$ cat src/rtl/rr_arbiter8.sv
// Eight-way request arbiter with round-robin or fixed MSB-first priority,
// bounded hold time with forced revocation, and registered outputs.
module rr_arbiter8 #(
  parameter int RR       = 1,
  parameter int HOLD_MAX = 15
) (
  input  logic       clk,
  input  logic       rst_n,
  input  logic [7:0] req,
  input  logic       done,
  output logic [7:0] grant,
  output logic [2:0] grant_id,
  output logic       grant_valid,
  output logic       timeout
);

  typedef enum logic {IDLE, HOLD} state_t;

  state_t     state_q;
  logic [7:0] grant_q;
  logic [2:0] grant_id_q;
  logic       grant_valid_q;
  logic       timeout_q;
  logic [7:0] hold_cnt_q;
  logic [2:0] last_id_q;
  logic [2:0] win_id_d;
  logic       release_d;
  logic       expire_d;

  // Highest set index wins; ascending scan lets later hits overwrite.
  function automatic logic [2:0] pick_fixed(input logic [7:0] r);
    logic [2:0] id;
    id = 3'd0;
    for (int i = 0; i < 8; i++) begin
      if (r[i]) id = 3'(i);
    end
    return id;
  endfunction

  // Downward search starting just below the previous winner, wrapping 0 -> 7.
  function automatic logic [2:0] pick_rr(input logic [7:0] r, input logic [2:0] last);
    logic [2:0] id;
    logic [2:0] idx;
    logic       found;
    id    = 3'd0;
    found = 1'b0;
    for (int k = 1; k <= 8; k++) begin
      idx = last - 3'(k);
      if (!found && r[idx]) begin
        id    = idx;
        found = 1'b1;
      end
    end
    return id;
  endfunction

  always_comb begin
    win_id_d  = (RR != 0) ? pick_rr(req, last_id_q) : pick_fixed(req);
    release_d = done || !req[grant_id_q];
    expire_d  = (hold_cnt_q == 8'(HOLD_MAX - 1));
  end

  always_ff @(posedge clk or negedge rst_n) begin
    if (!rst_n) begin
      state_q       <= IDLE;
      grant_q       <= 8'd0;
      grant_id_q    <= 3'd0;
      grant_valid_q <= 1'b0;
      timeout_q     <= 1'b0;
      hold_cnt_q    <= 8'd0;
      last_id_q     <= 3'd0;
    end else begin
      timeout_q <= 1'b0;
      case (state_q)
        IDLE: begin
          if (|req) begin
            state_q       <= HOLD;
            grant_q       <= 8'd1 << win_id_d;
            grant_id_q    <= win_id_d;
            grant_valid_q <= 1'b1;
            last_id_q     <= win_id_d;
            hold_cnt_q    <= 8'd0;
          end
        end
        HOLD: begin
          // A voluntary release on the expiry cycle suppresses the timeout pulse.
          if (release_d) begin
            state_q       <= IDLE;
            grant_q       <= 8'd0;
            grant_valid_q <= 1'b0;
          end else if (expire_d) begin
            state_q       <= IDLE;
            grant_q       <= 8'd0;
            grant_valid_q <= 1'b0;
            timeout_q     <= 1'b1;
          end else begin
            hold_cnt_q <= hold_cnt_q + 8'd1;
          end
        end
        default: state_q <= IDLE;
      endcase
    end
  end

  assign grant       = grant_q;
  assign grant_id    = grant_id_q;
  assign grant_valid = grant_valid_q;
  assign timeout     = timeout_q;

endmodule
$ cat config.mk
export PLATFORM = sky130hd
export DESIGN_NAME = rr_arbiter8
export DESIGN_NICKNAME = d
export VERILOG_FILES = /design/src/rtl/rr_arbiter8.sv
export SDC_FILE = /design/constraint.sdc
export NUM_CORES = 1
export LEC_CHECK = 0
export ABC_AREA = 1
export BUFFER_PORTS_ARGS = -buffer_cell sky130_fd_sc_hd__clkbuf_2
export CELL_PAD_IN_SITES_DETAIL_PLACEMENT = 0
export CELL_PAD_IN_SITES_GLOBAL_PLACEMENT = 1
export CORE_UTILIZATION = 37
export CTS_CLUSTER_SIZE = 14
export DETAILED_ROUTE_END_ITERATION = 10
export PLACE_DENSITY = 0.76
export SLEW_MARGIN = 20
export SYNTH_ARGS = -nofsm -noshare
export SYNTH_HDL_FRONTEND = slang
export SYNTH_SLANG_ARGS = --single-unit
$ cat constraint.sdc
create_clock -name clk -period 2.64 [get_ports clk]
set_clock_uncertainty 0.2 [all_clocks]
set_input_delay 0.132 -clock clk [delete_from_list [all_inputs] [get_ports clk]]
set_output_delay 0.132 -clock clk [all_outputs]
set_load 0.005 [all_outputs]
After elaboration in Yosys (flattened, before gate mapping). Index checks and enable logic that the tools add are counted.

Word-level logic and storage cells: 99. Flip-flop bits (word level): 22. Output and inout port bits: 13.

Bitwise gates (word level): 1. Eq/ne operators: 5. Shift-type cells: 1. Magnitude comparators: 8. Multiplexer cells: 50. Reduce and logical (&&, ||, !) cells: 20. Add/subtract/negate cells: 8.

Operators by type and width (count): two-way mux 8 bit (6); < comparator 3 x 4 -> 1 bit (second input constant) (8); case mux 8 bit (2 select lines) (2); binary-select mux 1 bit (select 3 bit) (8); two-way mux 1 bit (24); two-way mux 3 bit (8); subtractor 3 bit (second input constant) (4); adder 8 x 1 -> 8 bit (second input constant) (1); == test 8 x 4 -> 1 bit (second input constant) (1); zero test 1 bit (8); OR reduction 8 bit (1); << shifter 1 x 3 -> 8 bit (first input constant) (1); logical AND 1 bit (7); != test 2 bit (second input constant) (3); subtractor 3 x 2 -> 3 bit (second input constant) (2); case mux 1 bit (2 select lines) (2); AND reduction 2 bit (2); != test 3 x 1 -> 1 bit (second input constant) (1); AND reduction 3 bit (1); subtractor 3 x 1 -> 3 bit (second input constant) (1); logical OR 1 bit (1); NOT 1 bit (1).

Logic depth before layout (Yosys ltp).
Word-level depth: 28. Depth in mapped cells: 21.

Worst setup path before layout. No wires, ideal clock.

Path type: register to register. From: register last_id_q[1]. To: register grant_q[4], in the netlist grant[4]. Setup time: 116 ps. Period minus slack after synthesis: 2547 ps. Path buffers: 2. Slack: 93 ps. Required time: 2324 ps. Stages on the path, launching flop included: 19. Arrival time: 2230 ps. Cells stage by stage: dfrtp_1 > buf_6 > inv_2 > ha_1 > buf_2 > inv_2 > nand3_1 > nand3_2 > nand2_2 > nor2_4 > nand4_2 > nor2_4 > nand2_1 > nand3_1 > inv_1 > nor2_1 > nor2_1 > nand2_1 > nand2_1.

Word-level cells in the longest chain between the ends: 28. Elaborated cells between the ends (all ways): 60. Those cells by class: add/sub (7); eq/ne (1); shift (1); mux (34); reduce/logical (17).

Ends and longest elaborated chain: start: declaration (RTL line 25) `logic [2:0] last_id_q;`; start signal: assignment (RTL line 81) `last_id_q <= win_id_d;`; subtractor 3 x 1 -> 3 bit (RTL line 48) `idx = last - 3'(k);`; binary-select mux 1 bit (select 3 bit) (RTL line 49) `if (!found && r[idx]) begin`; two-way mux 1 bit (not written as such) (RTL line 49); two-way mux 1 bit (RTL line 49); zero test 1 bit (RTL line 49); logical AND 1 bit (RTL line 49); two-way mux 1 bit (RTL line 49); zero test 1 bit (RTL line 49); (+12 left out); logical AND 1 bit (RTL line 49); two-way mux 1 bit (RTL line 49); zero test 1 bit (RTL line 49); logical AND 1 bit (RTL line 49); two-way mux 3 bit (RTL line 49); << shifter 1 x 3 -> 8 bit (RTL line 78) `grant_q <= 8'd1 << win_id_d;`; two-way mux 8 bit (RTL line 76) `if (|req) begin`; case mux 8 bit (2 select lines) (RTL line 74) `case (state_q)`; end signal: assignment (RTL line 78); end: declaration (RTL line 20) `logic [7:0] grant_q;`.

Several ways; a longest one is shown, not always the timed one. The select of a mux whose other input is x is not followed. A chain may end at the register's enable or synchronous reset.

Final worst setup path.
From: register last_id_q[1]. To: register grant_q[6], in the netlist grant[6].

The elaborated chain is that of the path after synthesis.

==> impl_results.rst <==
.. list-table::
   :header-rows: 1

   * - Metric
     - Value
   * - Final count of negative-setup-slack endpoints
     - 0
   * - Mean area per synthesized cell
     - 6.70 µm²
   * - Slew headroom
     - 62.9%
   * - Ordered cell list for the critical path
     - buf_4, ha_2, xnor2_4, nand2_2, nand2_4, nand3_4, nor2_4, nand4_1, nor2_2, nor2_2, nor2_1, nand2_1, nand2_1
   * - Path type of the worst min-delay path
     - in -> async
   * - Final-report max-slew violation count
     - 0
   * - Maximum buffer depth of the clock tree
     - 2
   * - Final critical path time including I/O delays and setup
     - 2460 ps
   * - Die H
     - 70.9 µm
   * - FP Rows
     - 24
   * - Maximum frequency from static timing analysis
     - 0.407 GHz
   * - Pin slew with the least headroom to its limit
     - 557 ps
   * - Clock Sink Count
     - 22
   * - Antenna Cells
     - 0
   * - Drt first-iter violations
     - 98
   * - Kind of cell adding the most delay to the critical path
     - simple AND/OR/NAND/NOR gates
   * - Number of buffers inserted during clock tree synthesis
     - 3
   * - Post-synthesis instance total
     - 262
   * - Number of port buffers
     - 23
   * - CP max stage cell
     - sky130_fd_sc_hd__dfrtp_1
   * - Total routing resource utilization after global routing
     - 17.8%
   * - Estimated wirelength of the detail-placed design
     - 3.35 mm
   * - Buffers plus inverters on the worst setup path
     - 1
   * - Endpoint type of the worst setup path
     - register
   * - Hold violation count in the final report
     - 0
   * - Worst setup path category
     - reg -> reg
   * - Count of synthesis-stage warnings from yosys
     - 0
   * - Unrepaired setup endpoints after global routing
     - false
   * - Placer Congestion
     - 0.859
   * - Arr. time, crit path
     - 2460 ps
   * - DIE AREA
     - 5030 µm²
   * - CP Launch Type
     - register
   * - Post-Route WL
     - 4.26 mm
   * - Drt first pass iters
     - 6
   * - Via count of the first global-routing pass
     - 1529
   * - Worst reg2reg path depth
     - 13
   * - Global-route wire length before repair
     - 6.99 mm
   * - Starting Density
     - 39.5%
   * - Root buffer cell
     - sky130_fd_sc_hd__clkbuf_8
   * - Result of the run
     - finished, final reports clean
   * - Count of nets after finishing
     - 315
   * - Initial antenna violation count
     - 0
   * - Ratio of cells with drive above 1 in the final layout
     - 28.9%
   * - Clock Pin Slew Worst Setup and Hold Paths
     - 70 ps
   * - Largest fanout of any net on the critical path
     - 10
   * - Synth-to-Final Area Change
     - 22.5%
   * - Area of the mapped netlist
     - 1760 µm²
   * - Proportion of synthesized chip area in sequential cells
     - 31.3%
   * - H-tree Lvls
     - 1
   * - Remaining antenna violation count
     - 0
   * - Slowest Stage Delay on Critical Path
     - 390 ps
   * - Count of unresolved DRC violations after routing
     - 0
   * - CTS tree
     - done
   * - Maximum number of pins on one net before global-route repair
     - 23
   * - Die outline width
     - 70.9 µm
   * - Worst-skew pair later-pin latency
     - 250 ps
   * - Count of fill cells added during filler insertion
     - 479
   * - Total negative slack
     - 0 ps
   * - Critical path required time
     - 2640 ps
   * - Max-capacitance violation count
     - 0
   * - Storage element area
     - 552 µm²
   * - Area of the core
     - 4440 µm²
   * - Area of combinational cells with multiple inputs
     - 1150 µm²
   * - Avg WL per Cell
     - 12.2 µm
   * - Post-synthesis sequential element count
     - 22
   * - Post-synth cell types
     - 30
   * - Vias after detailed routing
     - 1753
   * - Number of top-level pins
     - 24
   * - Total gr overflow
     - 0
   * - Synth Net Count
     - 277
   * - Worst path depth
     - 13
   * - Via density
     - 5.01
   * - Post-route fraction of the period consumed by the critical path
     - 93.0%
==> worst reg2reg max path: stages, from the launching register on <==
cell and delay (ps):
sky130_fd_sc_hd__dfrtp_1 390, sky130_fd_sc_hd__buf_4 190, sky130_fd_sc_hd__ha_2 210, sky130_fd_sc_hd__xnor2_4 230, sky130_fd_sc_hd__nand2_2 100, sky130_fd_sc_hd__nand2_4 130, sky130_fd_sc_hd__nand3_4 100, sky130_fd_sc_hd__nor2_4 130
sky130_fd_sc_hd__nand4_1 180, sky130_fd_sc_hd__nor2_2 180, sky130_fd_sc_hd__nor2_2 80, sky130_fd_sc_hd__nor2_1 160, sky130_fd_sc_hd__nand2_1 70, sky130_fd_sc_hd__nand2_1 60
==> registers in the layout, summed over array words and instances (netlist names) <==
signal	flops
grant	8
hold_cnt_q	8
last_id_q	3
grant_valid	1
state_q	1
timeout	1
==> layout make-up <==
class,count,share of cell area (%)
Clock buffer,3,1.92
Inverter,28,5.12
Sequential cell,22,25.6
Tap cell,52,3.02
Timing Repair Buffer,37,10.6
Multi-Input combinational cell,208,53.7
==> synth_stat cells <==
master / instances / area [µm²]
sky130_fd_sc_hd__o21ai_1: 9 / 45.0
sky130_fd_sc_hd__nor4_1: 3 / 18.8
sky130_fd_sc_hd__xor2_1: 4 / 35.0
sky130_fd_sc_hd__o31ai_1: 2 / 15.0
sky130_fd_sc_hd__ha_1: 4 / 50.1
sky130_fd_sc_hd__nand3_2: 2 / 20.0
sky130_fd_sc_hd__buf_6: 3 / 33.8
sky130_fd_sc_hd__inv_4: 2 / 12.5
sky130_fd_sc_hd__o21ai_0: 2 / 10.0
sky130_fd_sc_hd__xnor2_1: 2 / 17.5
sky130_fd_sc_hd__dfrtp_1: 22 / 551
sky130_fd_sc_hd__nor3_1: 1 / 5.00
sky130_fd_sc_hd__nand4_1: 8 / 50.1
sky130_fd_sc_hd__inv_2: 9 / 33.8
sky130_fd_sc_hd__nand3_4: 1 / 17.5
sky130_fd_sc_hd__inv_1: 15 / 56.3
sky130_fd_sc_hd__nand2_2: 3 / 18.8
sky130_fd_sc_hd__a21oi_1: 3 / 15.0
sky130_fd_sc_hd__xnor2_2: 1 / 16.3
sky130_fd_sc_hd__nor2_1: 24 / 90.1
sky130_fd_sc_hd__nor2_4: 3 / 33.8
sky130_fd_sc_hd__clkinv_1: 2 / 7.51
sky130_fd_sc_hd__nand2_4: 2 / 22.5
sky130_fd_sc_hd__nand3_1: 36 / 180
sky130_fd_sc_hd__nand2_1: 90 / 338
sky130_fd_sc_hd__nor2_2: 5 / 31.3
sky130_fd_sc_hd__or2_2: 1 / 6.26
sky130_fd_sc_hd__a21oi_2: 1 / 8.76
sky130_fd_sc_hd__buf_2: 1 / 5.00
sky130_fd_sc_hd__nand4_2: 1 / 12.5
==> logic make-up after synthesis <==
family | count (synthesis) | share of synthesized area (%)
AND/OR/NAND/NOR | 180 | 48.1
adder cells (fa/ha/maj) | 4 | 2.85
XOR/XNOR | 7 | 3.92
flip-flops | 22 | 31.3
AO/OA/AOI/OAI | 17 | 5.34
buffers and inverters | 32 | 8.48
==> timing repair <==
| action | CTS | global route |
|---|---|---|
| setup endpoints to repair | 0 | 11 |
| hold buffers | 2 | 0 |
| hold endpoints to repair | 23 | 0 |
| buffers inserted | 0 | 5 |
| resized for setup | 0 | 24 |
==> routing by layer <==
metal,share of wire (%),vias to the layer above,global-route usage (%),wire (µm)
met2,46,36,28.8,1960
met4,1.6,0,7.56,67
met1,50,790,24.4,2150
met3,2.2,6,1.42,92
li1,-,921,-,-
met5,0,-,0,0
==> final timing paths <==
check / startpoint / end / slack (ps)
setup / recovery: last_id_q[1] / grant[6] / 180
hold / removal: rst_n / hold_cnt_q[2] / 190
setup reg to reg: last_id_q[1] / grant[6] / 180
hold reg to reg: grant[6] / grant[6] / 290
max in group asynchronous: rst_n / last_id_q[2] / 1650
min in group clk: req[6] / grant[6] / 230
==> layout by cell type, fill, tap and decap left out, drive strengths merged <==
| cell type | Yosys | final |
|---|---|---|
| buf | 4 | 12 |
| nand3 | 39 | 39 |
| xnor2 | 3 | 3 |
| clkbuf | 0 | 26 |
| a21oi | 4 | 4 |
| xor2 | 4 | 4 |
| inv | 26 | 26 |
| ha | 4 | 4 |
| nor2 | 32 | 32 |
| nand2 | 95 | 95 |
| or2 | 1 | 1 |
| clkinv | 2 | 2 |
| nor3 | 1 | 1 |
| nand4 | 9 | 9 |
| o31ai | 2 | 2 |
| o21ai | 11 | 11 |
| dfrtp | 22 | 22 |
| dlygate4sd3 | 0 | 2 |
| nor4 | 3 | 3 |
==> stage by stage <==
step / setup WS [ps] / util (%) / area, µm² / std cells / hold slack [ps]
floorplan: 93.3 / - / 1760 / 262 / -364
global placement: 78.9 / 43.9 / 1950 / 340 / -54.6
detailed placement: 41.2 / 43.9 / 1950 / 340 / -52.4
CTS: 27.1 / 45.3 / 2010 / 345 / 204
global route: 6.75 / 48.4 / 2150 / 350 / 256
finish: 184 / 48.4 / 2150 / 350 / 188
Power is not shown: default switching activity piles up to over one toggle a cycle in this logic, so the estimate is an artifact.
